<file path="src/rtl/tour_cmd_seq.sv">
// Turns a solved knight's tour into robot motion commands: a vertical command
// and then a horizontal command for each stored move, with UART pass-through when idle.
module tour_cmd_seq #(
   parameter int NUM_MOVES = 24,
   parameter int IW        = 5
) (
   input  logic          clk,
   input  logic          rst_n,
   input  logic          start_tour,
   output logic [IW-1:0] mv_indx,
   input  logic [7:0]    move,
   input  logic [15:0]   cmd_UART,
   input  logic          cmd_rdy_UART,
   output logic          clr_cmd_rdy_UART,
   output logic [15:0]   cmd,
   output logic          cmd_rdy,
   input  logic          clr_cmd_rdy,
   input  logic          send_resp,
   output logic [7:0]    resp
);

   typedef enum logic [2:0] {
      IDLE   = 3'd0,
      LOAD   = 3'd1,
      VERT   = 3'd2,
      WAIT_V = 3'd3,
      HORZ   = 3'd4,
      WAIT_H = 3'd5
   } state_t;

   localparam logic [IW-1:0] LAST_IDX = IW'(NUM_MOVES - 1);

   localparam logic [3:0] OP_MOVE    = 4'h2;
   localparam logic [3:0] OP_FANFARE = 4'h3;
   localparam logic [7:0] HDG_NORTH  = 8'h00;
   localparam logic [7:0] HDG_SOUTH  = 8'h7F;
   localparam logic [7:0] HDG_EAST   = 8'hBF;
   localparam logic [7:0] HDG_WEST   = 8'h3F;
   localparam logic [7:0] RESP_DONE  = 8'hA5;
   localparam logic [7:0] RESP_BUSY  = 8'h5A;

   state_t        state_q, state_d;
   logic [IW-1:0] mv_indx_q, mv_indx_d;
   logic [7:0]    move_q, move_d;
   logic [5:0]    off_s;

   // Offset packed as {dx_neg, dx_mag[1:0], dy_neg, dy_mag[1:0]}; anything not one-hot is a null move.
   function automatic logic [5:0] decode_offset(input logic [7:0] mv);
      logic [5:0] off;
      case (mv)
         8'h01:   off = {1'b1, 2'd1, 1'b0, 2'd2};
         8'h02:   off = {1'b0, 2'd1, 1'b0, 2'd2};
         8'h04:   off = {1'b1, 2'd2, 1'b0, 2'd1};
         8'h08:   off = {1'b1, 2'd2, 1'b1, 2'd1};
         8'h10:   off = {1'b1, 2'd1, 1'b1, 2'd2};
         8'h20:   off = {1'b0, 2'd1, 1'b1, 2'd2};
         8'h40:   off = {1'b0, 2'd2, 1'b1, 2'd1};
         8'h80:   off = {1'b0, 2'd2, 1'b0, 2'd1};
         default: off = 6'd0;
      endcase
      return off;
   endfunction

   function automatic logic [15:0] vert_cmd(input logic [5:0] off);
      logic [7:0] hdg;
      if (off[2] && (off[1:0] != 2'd0)) begin
         hdg = HDG_SOUTH;
      end else begin
         hdg = HDG_NORTH;
      end
      return {OP_MOVE, hdg, 2'b00, off[1:0]};
   endfunction

   function automatic logic [15:0] horz_cmd(input logic [5:0] off);
      logic [7:0] hdg;
      if (off[4:3] == 2'd0) begin
         hdg = HDG_NORTH;
      end else if (off[5]) begin
         hdg = HDG_WEST;
      end else begin
         hdg = HDG_EAST;
      end
      return {OP_FANFARE, hdg, 2'b00, off[4:3]};
   endfunction

   assign off_s   = decode_offset(move_q);
   assign mv_indx = mv_indx_q;

   // State, move index and latched move registers.
   always_ff @(posedge clk or negedge rst_n) begin
      if (!rst_n) begin
         state_q   <= IDLE;
         mv_indx_q <= {IW{1'b0}};
         move_q    <= 8'h00;
      end else begin
         state_q   <= state_d;
         mv_indx_q <= mv_indx_d;
         move_q    <= move_d;
      end
   end

   // Next-state logic; the index only advances once the horizontal leg has been executed.
   always_comb begin
      state_d   = state_q;
      mv_indx_d = mv_indx_q;
      move_d    = move_q;
      case (state_q)
         IDLE: begin
            if (start_tour) begin
               mv_indx_d = {IW{1'b0}};
               state_d   = LOAD;
            end else begin
               state_d = IDLE;
            end
         end
         LOAD: begin
            move_d  = move;
            state_d = VERT;
         end
         VERT: begin
            if (clr_cmd_rdy) begin
               state_d = WAIT_V;
            end else begin
               state_d = VERT;
            end
         end
         WAIT_V: begin
            if (send_resp) begin
               state_d = HORZ;
            end else begin
               state_d = WAIT_V;
            end
         end
         HORZ: begin
            if (clr_cmd_rdy) begin
               state_d = WAIT_H;
            end else begin
               state_d = HORZ;
            end
         end
         WAIT_H: begin
            if (send_resp) begin
               if (mv_indx_q == LAST_IDX) begin
                  state_d = IDLE;
               end else begin
                  mv_indx_d = mv_indx_q + IW'(1);
                  state_d   = LOAD;
               end
            end else begin
               state_d = WAIT_H;
            end
         end
         default: begin
            mv_indx_d = {IW{1'b0}};
            state_d   = IDLE;
         end
      endcase
   end

   // Output decode; cmd_rdy follows state so it drops the cycle after the command is taken.
   always_comb begin
      cmd              = vert_cmd(off_s);
      cmd_rdy          = 1'b0;
      clr_cmd_rdy_UART = 1'b0;
      resp             = RESP_BUSY;
      case (state_q)
         IDLE: begin
            cmd              = cmd_UART;
            cmd_rdy          = cmd_rdy_UART;
            clr_cmd_rdy_UART = clr_cmd_rdy;
            resp             = RESP_DONE;
         end
         LOAD: begin
            cmd_rdy = 1'b0;
         end
         VERT: begin
            cmd_rdy = 1'b1;
         end
         WAIT_V: begin
            cmd_rdy = 1'b0;
         end
         HORZ: begin
            cmd     = horz_cmd(off_s);
            cmd_rdy = 1'b1;
         end
         WAIT_H: begin
            cmd = horz_cmd(off_s);
            if (mv_indx_q == LAST_IDX) begin
               resp = RESP_DONE;
            end else begin
               resp = RESP_BUSY;
            end
         end
         default: begin
            cmd              = cmd_UART;
            cmd_rdy          = cmd_rdy_UART;
            clr_cmd_rdy_UART = clr_cmd_rdy;
            resp             = RESP_DONE;
         end
      endcase
   end

endmodule
</file>
<file path="config.mk">
export PLATFORM = sky130hd
export DESIGN_NAME = tour_cmd_seq
export DESIGN_NICKNAME = d
export VERILOG_FILES = /design/src/rtl/tour_cmd_seq.sv
export SDC_FILE = /design/constraint.sdc
export NUM_CORES = 1
export LEC_CHECK = 0
export ABC_AREA = 1
export CAP_MARGIN = 20
export CORE_MARGIN = 5
export CORE_UTILIZATION = 40
export DETAILED_ROUTE_END_ITERATION = 10
export HOLD_SLACK_MARGIN = 0.03
export PLACE_DENSITY = 0.79
export SLEW_MARGIN = 40
export SYNTH_ARGS = -nofsm -noshare
export SYNTH_HDL_FRONTEND = slang
export SYNTH_SLANG_ARGS = --single-unit
</file>
<file path="constraint.sdc">
create_clock -name clk -period 3.7 [get_ports clk]
set_input_delay 0.74 -clock clk [delete_from_list [all_inputs] [get_ports clk]]
set_output_delay 0.74 -clock clk [all_outputs]
set_load 0.01 [all_outputs]
</file>
==> summary.md <==
| Metric | Value |
|---|---|
| Status | finished, final reports clean |
| Logic pwr share | 71.8% |
| Clock skew | 0.00724 ns |
| Drt via density | 4.65 |
| Worst-Skew Late Latency | 0.29 ns |
| # hold bufs at CTS | 0 |
| Initial antenna violation count | 0 |
| Yosys warnings | 0 |
| P_int | 0.000825 W |
| Clk slew on worst S/H paths | 0.10 ns |
| Synth cell count leaders | 60 x nand2_1, 38 x nor2_1, 22 x inv_1, 22 x nand3_1, 16 x dfrtp_1 |
| Setup crit start kind | flip-flop |
| GR Overflow Total | 0 |
| Syn_nets | 232 |
| Final WL | 3420 um |
| Critical Path RT | 2.96 ns |
| FFs w/ async S/R, synth | 100% |
| Crit-path leading delay family | buffers and inverters |
| Core area | 0.00308 sq mm |
| Gr usage total | 16.3% |
| Sink Count | 16 |
| Vias | 1399 |
| Fill cell count | 309 |
| RR Startpoint | state_q[1] |
| Layout Utilization | 62.1% |
| Post-Synthesis Cells | 201 |
| # H-tree levels | 1 |
| Switch share | 45.6% |
| RSZ-0062 raised after global routing | false |
| 1st-iter DRT viols | 46 |
| Final worst-path cycle share | 81.3% |
| Area share of the largest cell type after synthesis | 31.1% |
| Sw Pwr | 0.000692 W |
| Final hold vios | 0 |
| Worst Hold Class | primary input to async pin |
| Number of synthesized flops with an enable pin | 0 |
| Peak VDD IR | 475 uV |
| Max-slew violation count | 0 |
| CTS tree | done |
| Largest net degree at the start of global routing | 18 |
| Finish-stage setup viols | 0 |
| R2R Path End | mv_indx[1] |
| I/O pin count | 61 |
| CP bufs+invs | 3 |
| Die X-Extent | 66.7 um |
| Share of power burned in registers | 20.5% |
| Antenna diodes | 0 |
| Clk network pwr share | 7.7% |
| Layout cell share with drive strength beyond 1 | 8.17% |
| #FFs+latches synth | 16 |
| CP cell instances | nor2_1 -> nand2_2 -> nand2_4 -> nor2_4 -> inv_2 -> nand2_1 -> inv_1 -> clkdlybuf4s50_1 |
| Total power | 0.00152 W |
| Pwr/cell area | 794 mW/mm^2 |
| CTS root buffer | clkbuf_4 |
| Die H | 66.7 um |
| Slew Limit Headroom | 74.9% |
| Worst Tran Pin Value | 0.377 ns |
| FF-to-FF path depth | 7 |
| Input/output buffers | 60 |
| Drt drc | 0 |
| R2R setup slack | 2.30 ns |
| Clock buffer count from CTS | 3 |
| Seq/Total Area, Yosys | 31.1% |
| DP HPWL | 2830 um |
| Cell variety after synth | 25 |
| Die ar. | 0.00445 sq mm |
| Syn_area_per_cell | 6.40 sq um |
| # nets final | 289 |
| Mapped cell area | 0.00129 sq mm |
| 1st-pass router iterations | 4 |
| Final setup TNS | 0 ns |
| CP peak stage delay | 0.56 ns |
| P_leak | 0.948 nW |
| Achievable frequency | 332 MHz |
| Resize count post-CTS | 0 |
| Count leader, synth | nand2_1 |
| CP Class | flip-flop to output pin |
| Initial Util | 41.8% |
| Max-Cap Viols | 0 |
| Dominant synthesized flop cell | dfrtp_1 |
| Routability cong. | 0.856 |
| Fin crit period | 3.01 ns |
| Setup Fix Bufs, Post-CTS | 0 |
| First-pass GRT wire length | 5840 um |
| Cell taking the most area after synthesis | dfrtp_1 |
| Crit path DAT | 2.27 ns |
| Max stage delay cell, worst path | clkdlybuf4s50_1 |
| Crit path max fanout | 12 |
| DR WL/cell | 11.4 um |
| Top cells by area, synth | dfrtp_1 31%, nand2_1 18%, nor2_1 11% |
| Syn-to-layout area delta | 48.6% |
| Rows | 20 |
| Critical path capture point type | output pin |
| Vias in the first global route | 1408 |
| Clk buf depth | 2 |
| ANT nets after route | 0 |
## cell type report
class / instances / area [sq um] / share of cell area, %
Timing Repair Buffer: 60 / 596 / 31.2
Multi-Input combinational cell: 152 / 726 / 38.0
Tap cell: 44 / 55.1 / 2.88
Clock buffer: 4 / 36.3 / 1.90
Sequential cell: 16 / 400 / 20.9
Inverter: 25 / 98.8 / 5.17
## per-layer routing
layer / vias to the layer above / wire length [um] / track usage, %
li1: 739 / - / -
met1: 627 / 1400 / 19.0
met2: 31 / 1810 / 31.3
met3: 2 / 184 / 2.36
met4: 0 / 24 / 3.05
met5: - / 0 / 0
## per-stage QoR
stage | std cells | setup slack (ns) | hold slack, ns | cell area, sq um
2_1_floorplan | 201 | 1.56 | 0.444 | 1290
3_3_place_gp | 297 | 1.05 | 0.530 | 1880
3_5_place_dp | 297 | 0.983 | 0.544 | 1880
4_1_cts | 301 | 0.657 | 0.567 | 1920
5_1_grt | 301 | 0.497 | 0.375 | 1910
6_report | 301 | 0.690 | 0.352 | 1910
## flip-flops by register name (all words and copies together), names as in the netlist
register  cells
mv_indx       5
move_q        8
state_q       3
## worst max path at each step
stage / slack (ns) / cells after the start / start / endpoint
floorplan: 1.56 / 8 / state_q[1] / resp[3]
global placement: 1.05 / 4 / clr_cmd_rdy / clr_cmd_rdy_UART
detailed placement: 0.98 / 8 / state_q[1] / resp[1]
CTS: 0.66 / 8 / state_q[1] / resp[1]
global route: 0.50 / 8 / state_q[1] / resp[1]
finish: 0.69 / 8 / state_q[1] / resp[1]
## cell families after synthesis
family          synth area share [%]
fa+ha+maj                      0.973
buf+inv                         12.5
compound gates                  6.62
flops                           31.1
xor+xnor                        1.36
simple gates                    47.5
## placed cells by master (no fill, tap or decap), types with 3 or more instances in the layout
master	count
nor2_2	3
inv_1	22
a21oi_1	8
clkdlybuf4s50_1	59
clkbuf_4	3
nor2_1	38
dfrtp_1	16
nand2_1	60
nand3_1	22
## power by group through the flow
stage / registers, W / logic [W] / clock network (W)
floorplan: 0.000305 / 0.000689 / 0
global placement: 0.000309 / 0.00109 / 0
detailed placement: 0.000313 / 0.00111 / 0
CTS: 0.000310 / 0.00111 / 0.000120
global route: 0.000320 / 0.00120 / 0.000127
finish: 0.000310 / 0.00109 / 0.000117
Note: power is estimated with default switching activity, not from simulation.
